## src/rtl/sort_pkg.sv

```systemverilog
// rtl/sort_pkg.sv - shared FSM state type and default word/capacity sizes for the sort path
package sort_pkg;

    localparam int SORT_DATA_WIDTH  = 8;
    localparam int SORT_MAX_ENTRIES = 64;

    typedef enum logic [2:0] {
        IDLE,
        COUNT,
        LOAD,
        DISCARD,
        CHECK,
        END
    } sort_state_e;

endpackage

```

## src/rtl/sort_loader.sv

```systemverilog
// rtl/sort_loader.sv - frame parser feeding FIFO words to the sorter (count word, N data words)
// Optional trailing XOR checksum word per frame when SORT_LOADER_CHECKSUM_EN is defined.
module sort_loader
    import sort_pkg::*;
#(
    parameter int DATA_WIDTH  = SORT_DATA_WIDTH,
    parameter int MAX_ENTRIES = SORT_MAX_ENTRIES
) (
    input  logic                  clk,
    input  logic                  reset,
    input  logic                  fifo_empty,
    output logic                  fifo_read_enable,
    input  logic [DATA_WIDTH-1:0] fifo_data,
    output logic                  sort_clear,
    output logic                  sort_valid,
    input  logic                  sort_ready,
    output logic [DATA_WIDTH-1:0] sort_data,
    output logic                  sort_last,
    output logic                  busy,
    output logic                  frame_done,
    output logic                  frame_error
);

`ifdef SORT_LOADER_CHECKSUM_EN
    localparam sort_state_e DATA_DONE = CHECK;
`else
    localparam sort_state_e DATA_DONE = END;
`endif

    sort_state_e           state_q, state_d;
    logic [DATA_WIDTH-1:0] remaining_q, remaining_d;
    logic                  inflight_q, inflight_d;
    logic                  hold_valid_q, hold_valid_d;
    logic [DATA_WIDTH-1:0] hold_data_q, hold_data_d;
    logic                  frame_error_q, frame_error_d;
`ifdef SORT_LOADER_CHECKSUM_EN
    logic [DATA_WIDTH-1:0] xor_q, xor_d;
`endif

    logic want_word;
    logic handshake;

    assign handshake = hold_valid_q && sort_ready;

    always_comb begin
        state_d       = state_q;
        remaining_d   = remaining_q;
        hold_valid_d  = hold_valid_q;
        hold_data_d   = hold_data_q;
        frame_error_d = frame_error_q;
        want_word     = 1'b0;
`ifdef SORT_LOADER_CHECKSUM_EN
        xor_d         = xor_q;
`endif
        case (state_q)
            IDLE: begin
                want_word = 1'b1;
                if (inflight_q) begin
                    remaining_d   = fifo_data;
                    frame_error_d = 1'b0;
`ifdef SORT_LOADER_CHECKSUM_EN
                    xor_d         = '0;
`endif
                    state_d       = COUNT;
                end
            end
            COUNT: begin
                if (remaining_q == '0) begin
                    state_d = END;
                end else if (remaining_q > DATA_WIDTH'(MAX_ENTRIES)) begin
                    frame_error_d = 1'b1;
                    state_d       = DISCARD;
                end else begin
                    state_d = LOAD;
                end
            end
            LOAD: begin
                want_word = 1'b1;
                if (inflight_q) begin
                    hold_valid_d = 1'b1;
                    hold_data_d  = fifo_data;
                end
                if (handshake) begin
                    hold_valid_d = 1'b0;
                    remaining_d  = remaining_q - DATA_WIDTH'(1);
`ifdef SORT_LOADER_CHECKSUM_EN
                    xor_d        = xor_q ^ hold_data_q;
`endif
                    if (remaining_q == DATA_WIDTH'(1)) begin
                        state_d = DATA_DONE;
                    end
                end
            end
            DISCARD: begin
                want_word = 1'b1;
                if (inflight_q) begin
                    remaining_d = remaining_q - DATA_WIDTH'(1);
                    if (remaining_q == DATA_WIDTH'(1)) begin
                        state_d = DATA_DONE;
                    end
                end
            end
`ifdef SORT_LOADER_CHECKSUM_EN
            CHECK: begin
                want_word = 1'b1;
                if (inflight_q) begin
                    if (fifo_data != xor_q) begin
                        frame_error_d = 1'b1;
                    end
                    state_d = END;
                end
            end
`endif
            END: begin
                state_d = IDLE;
            end
            default: begin
                state_d = IDLE;
            end
        endcase
    end

    // One word outstanding at most: a new pop waits for both the in-flight read and the holding register.
    assign fifo_read_enable = want_word && !reset && !fifo_empty && !inflight_q && !hold_valid_q;
    assign inflight_d       = fifo_read_enable;

    always_ff @(posedge clk) begin
        if (reset) begin
            state_q       <= IDLE;
            remaining_q   <= '0;
            inflight_q    <= 1'b0;
            hold_valid_q  <= 1'b0;
            hold_data_q   <= '0;
            frame_error_q <= 1'b0;
`ifdef SORT_LOADER_CHECKSUM_EN
            xor_q         <= '0;
`endif
        end else begin
            state_q       <= state_d;
            remaining_q   <= remaining_d;
            inflight_q    <= inflight_d;
            hold_valid_q  <= hold_valid_d;
            hold_data_q   <= hold_data_d;
            frame_error_q <= frame_error_d;
`ifdef SORT_LOADER_CHECKSUM_EN
            xor_q         <= xor_d;
`endif
        end
    end

    assign sort_clear  = (state_q == COUNT);
    assign frame_done  = (state_q == END);
    assign busy        = (state_q == COUNT) || (state_q == LOAD) ||
                         (state_q == DISCARD) || (state_q == CHECK);
    assign sort_valid  = hold_valid_q;
    assign sort_data   = hold_data_q;
    assign sort_last   = hold_valid_q && (remaining_q == DATA_WIDTH'(1));
    assign frame_error = frame_error_q;

endmodule

```

## config.mk

```make
export PLATFORM = sky130hd
export DESIGN_NAME = sort_loader
export DESIGN_NICKNAME = d
export VERILOG_FILES = /design/src/rtl/sort_pkg.sv /design/src/rtl/sort_loader.sv
export SDC_FILE = /design/constraint.sdc
export NUM_CORES = 1
export LEC_CHECK = 0
export ABC_CLOCK_PERIOD_IN_PS = 1550
export BUFFER_PORTS_ARGS = -buffer_cell sky130_fd_sc_hd__buf_2
export CORE_MARGIN = 3
export CORE_UTILIZATION = 30
export CTS_CLUSTER_SIZE = 14
export DETAILED_ROUTE_END_ITERATION = 10
export GPL_ROUTABILITY_DRIVEN = 0
export PLACE_DENSITY = 0.5
export SLEW_MARGIN = 20
export SYNTH_ARGS = -nofsm -noshare
export SYNTH_HDL_FRONTEND = slang
export SYNTH_SLANG_ARGS = --single-unit
```

## constraint.sdc

```tcl
create_clock -name clk -period 1.55 [get_ports clk]
set_clock_uncertainty 0.15 [all_clocks]
set_input_delay 0.31 -clock clk [delete_from_list [all_inputs] [get_ports clk]]
set_output_delay 0.31 -clock clk [all_outputs]
set_load 0.005 [all_outputs]
```

==> impl_metrics.py <==
metrics = {
    "die": {
        "ios": 27,
        "die-area_um2": 4840,
        "initial_cell_density_of_the_core_pct": 32.2,
        "width_of_the_die_um": 69.6,
        "die-height_um": 69.6,
        "core-area_um2": 3770,
        "standard_cell_rows": 22,
    },
    "power_and_ir_drop": {
        "total_switching_power_mw": 1.80,
        "power.density_nw_per_um2": 1980,
        "p_int_mw": 2.52,
        "pwr-share-clk_pct": 9.8,
        "power.switching_fraction_pct": 41.6,
        "vdd_ir_drop_max_mv": 0.788,
        "power.share.combinational_pct": 68.8,
        "report.power.total_mw": 4.32,
        "power.leakage_nw": 0.857,
        "sequentialPowerShare_pct": 21.5,
    },
    "finish": {
        "n_antenna_cell": 0,
        "fillCellCount": 321,
        "layout-area-overhead-vs-synth_pct": 79.7,
        "finalInstanceArea_um2": 2180,
        "instances_no_fill": 270,
        "final_util_pct": 57.8,
        "fin_nets": 238,
        "drive_above_1_share_pct": 65.3,
    },
    "route": {
        "drt_first_pass_iters": 4,
        "finalWirelength_mm": 4.49,
        "routed.top_layer": "met4",
        "drt_wl_cell_um": 16.6,
        "route.antenna.remaining_nets": 0,
        "dr.first_iter.drc_count": 88,
        "route.detailed.vias_per_inst": 5.34,
        "drt-met1-wl_mm": 2.01,
        "route.vias.total": 1442,
        "met3_length_um": 193,
        "metal2_wl_mm": 2.24,
        "drcViolationCount": 0,
    },
    "synth": {
        "yosysUniqueCellTypes": 43,
        "synth_top_cell_by_area": "sky130_fd_sc_hd__dfxtp_1",
        "ys_seq_area_share_pct": 36.3,
        "ys_ff_latch": 22,
        "synth_warnings": 0,
        "synth_most_common_cell": "sky130_fd_sc_hd__nand2_1",
        "netlist_top_cells_area": "sky130_fd_sc_hd__dfxtp_1, sky130_fd_sc_hd__a21oi_1, sky130_fd_sc_hd__nand2_1",
        "synth.cell_area_um2": 1210,
        "synthesis.area_per_instance_um2": 7.88,
        "postSynth.asyncResetShare_pct": 0,
        "syn_inst": 154,
        "synthTopCellsByCount": "sky130_fd_sc_hd__nand2_1, sky130_fd_sc_hd__dfxtp_1, sky130_fd_sc_hd__a21oi_1, sky130_fd_sc_hd__nor2_1, sky130_fd_sc_hd__o21ai_0",
        "synthDominantCellAreaShare_pct": 36.3,
        "net_count_after_synthesis": 169,
        "synth_flop_cell": "sky130_fd_sc_hd__dfxtp_1",
        "synth_edf_count": 0,
    },
    "sta": {
        "final.setup.tns_ns": -1.35,
        "final-hold-violation-count": 0,
        "grt_setup_unrepaired": "yes",
        "setup_viol": 14,
        "min_period_over_period_pct": 113,
        "worst_margin_pin_slew_ns": 0.375,
        "timing.final.ws_setup_ns": -0.207,
        "hold_ws_ns": 0.103,
        "timing.final.max_slew_violations": 0,
        "finalWorstPathRequiredPeriod_ns": 1.76,
        "max_freq_mhz": 569,
        "timing.slew.headroom_pct": 74.6,
    },
    "clock_tree": {
        "tritoncts": "built",
        "clock-sinks": 22,
        "cts_buffer_depth": 2,
        "clock_latency_at_the_later_pin_of_the_worst_skew_pair_ns": 0.26,
        "path_clk_slew_ns": 0.08,
        "clk_root_buffer_cell": "sky130_fd_sc_hd__clkbuf_8",
        "cts-buffers-inserted": 3,
        "cts_max_level": 1,
    },
    "setup_path": {
        "worst_ep_arrival_time_ns": 1.30,
        "worstReg2RegStart": "remaining_q[2]$_SDFFE_PP0P_",
        "critical_path.endpoint_type": "output port",
        "criticalPathCategory": "reg2out",
        "worst_ep_required_time_ns": 1.09,
        "critPathMaxFanout": 6,
        "crit_path_start": "remaining_q[4]$_SDFFE_PP0P_",
        "crit_path_start_kind": "flip-flop",
    },
    "min_path": {
        "holdCritStartpoint": "fifo_empty",
        "hold_class": "in2reg",
    },
    "place": {
        "postPlaceCellArea_um2": 1580,
        "port_buffers": 26,
        "place_inst": 247,
        "post_detailed_placement_half_perimeter_wirelength_mm": 2.71,
        "preCtsSetupSlack_ns": -0.219,
    },
    "global_route": {
        "grt_antenna_before_repair": 0,
        "via_count_of_the_first_global_routing_pass": 1399,
        "grt_first_pass_wirelength_mm": 6.99,
        "gr-total-overflow": 0,
        "grt_start_max_net_pins": 20,
        "grt_util_all_layers_pct": 17.6,
    },
    "job": {
        "timing.max_cap.violations": 0,
    },
    "run_status": {
        "violated_checks": "setup timing",
        "status": "finished with violations",
    },
}
-- critical path: stages (launching register included) --
cell and delay, ns:
sky130_fd_sc_hd__dfxtp_2 0.37, sky130_fd_sc_hd__nor4_2 0.32, sky130_fd_sc_hd__and4_1 0.24, sky130_fd_sc_hd__buf_2 0.11
-- worst paths after layout --
kind	end	slack (ns)	cells after the start
max	sort_last	-0.21	3
min	inflight_q$_SDFF_PP0_	0.10	2
max reg2reg	remaining_q[5]$_SDFFE_PP0P_	-0.20	4
min reg2reg	sort_data[2]$_SDFFE_PP0P_	0.31	2
-- logic make-up (layout without fill, tap and decap cells) --
family                   Yosys count  count (layout)  synth area share, %
XOR/XNOR                           1               1                0.722
adder cells (fa/ha/maj)            3               3                 3.09
flip-flops                        22              22                 36.3
AND/OR/NAND/NOR                   64              64                 27.2
buffers and inverters             13              80                 4.23
AO/OA/AOI/OAI                     51              52                 28.5
-- timing repair --
item | in CTS | in global routing
cloned | 1 | 2
setup endpoints to repair | 25 | 26
hold buffers | 0 | 0
buffers inserted | 7 | 9
pin swaps | 14 | 31
gates resized for setup | 41 | 66
-- sequential cells by signal (all words and copies together) (netlist names) --
signal / cells
frame_error: 1
inflight_q: 1
remaining_q: 8
sort_data: 8
sort_valid: 1
state_q: 3
-- cell usage in the layout (no fill, tap or decap), drive strengths merged, types with 4 or more instances in the layout --
cell / instances
nor2: 12
o21ai: 10
inv: 4
nor3: 4
clkbuf: 4
nand2: 24
a21oi: 21
dfxtp: 22
buf: 72
nor4: 4
-- metal layers --
metal,track usage [%],vias up
met3,2.17,4
met4,6.51,0
met5,0,-
met1,24.0,694
li1,-,704
met2,28.3,40
-- power groups by stage --
| stage | clock [mW] | sequential (mW) | combinational [mW] |
|---|---|---|---|
| after floorplan | 0 | 0.845 | 1.05 |
| after global placement | 0 | 0.854 | 1.69 |
| after detailed placement | 0 | 0.863 | 1.71 |
| after CTS | 0.428 | 0.888 | 2.19 |
| after global routing | 0.453 | 0.953 | 3.19 |
| final | 0.423 | 0.927 | 2.97 |
-- cell type report --
type	count	area (um^2)	area share (%)
clock buffer	4	55.1	2.52
inverter	4	20.0	0.918
multi-input combinational	120	1050	48.1
sequential	22	463	21.2
tap	48	60.1	2.75
timing repair buffer	72	533	24.4
Power figures use the tool's default switching activity.
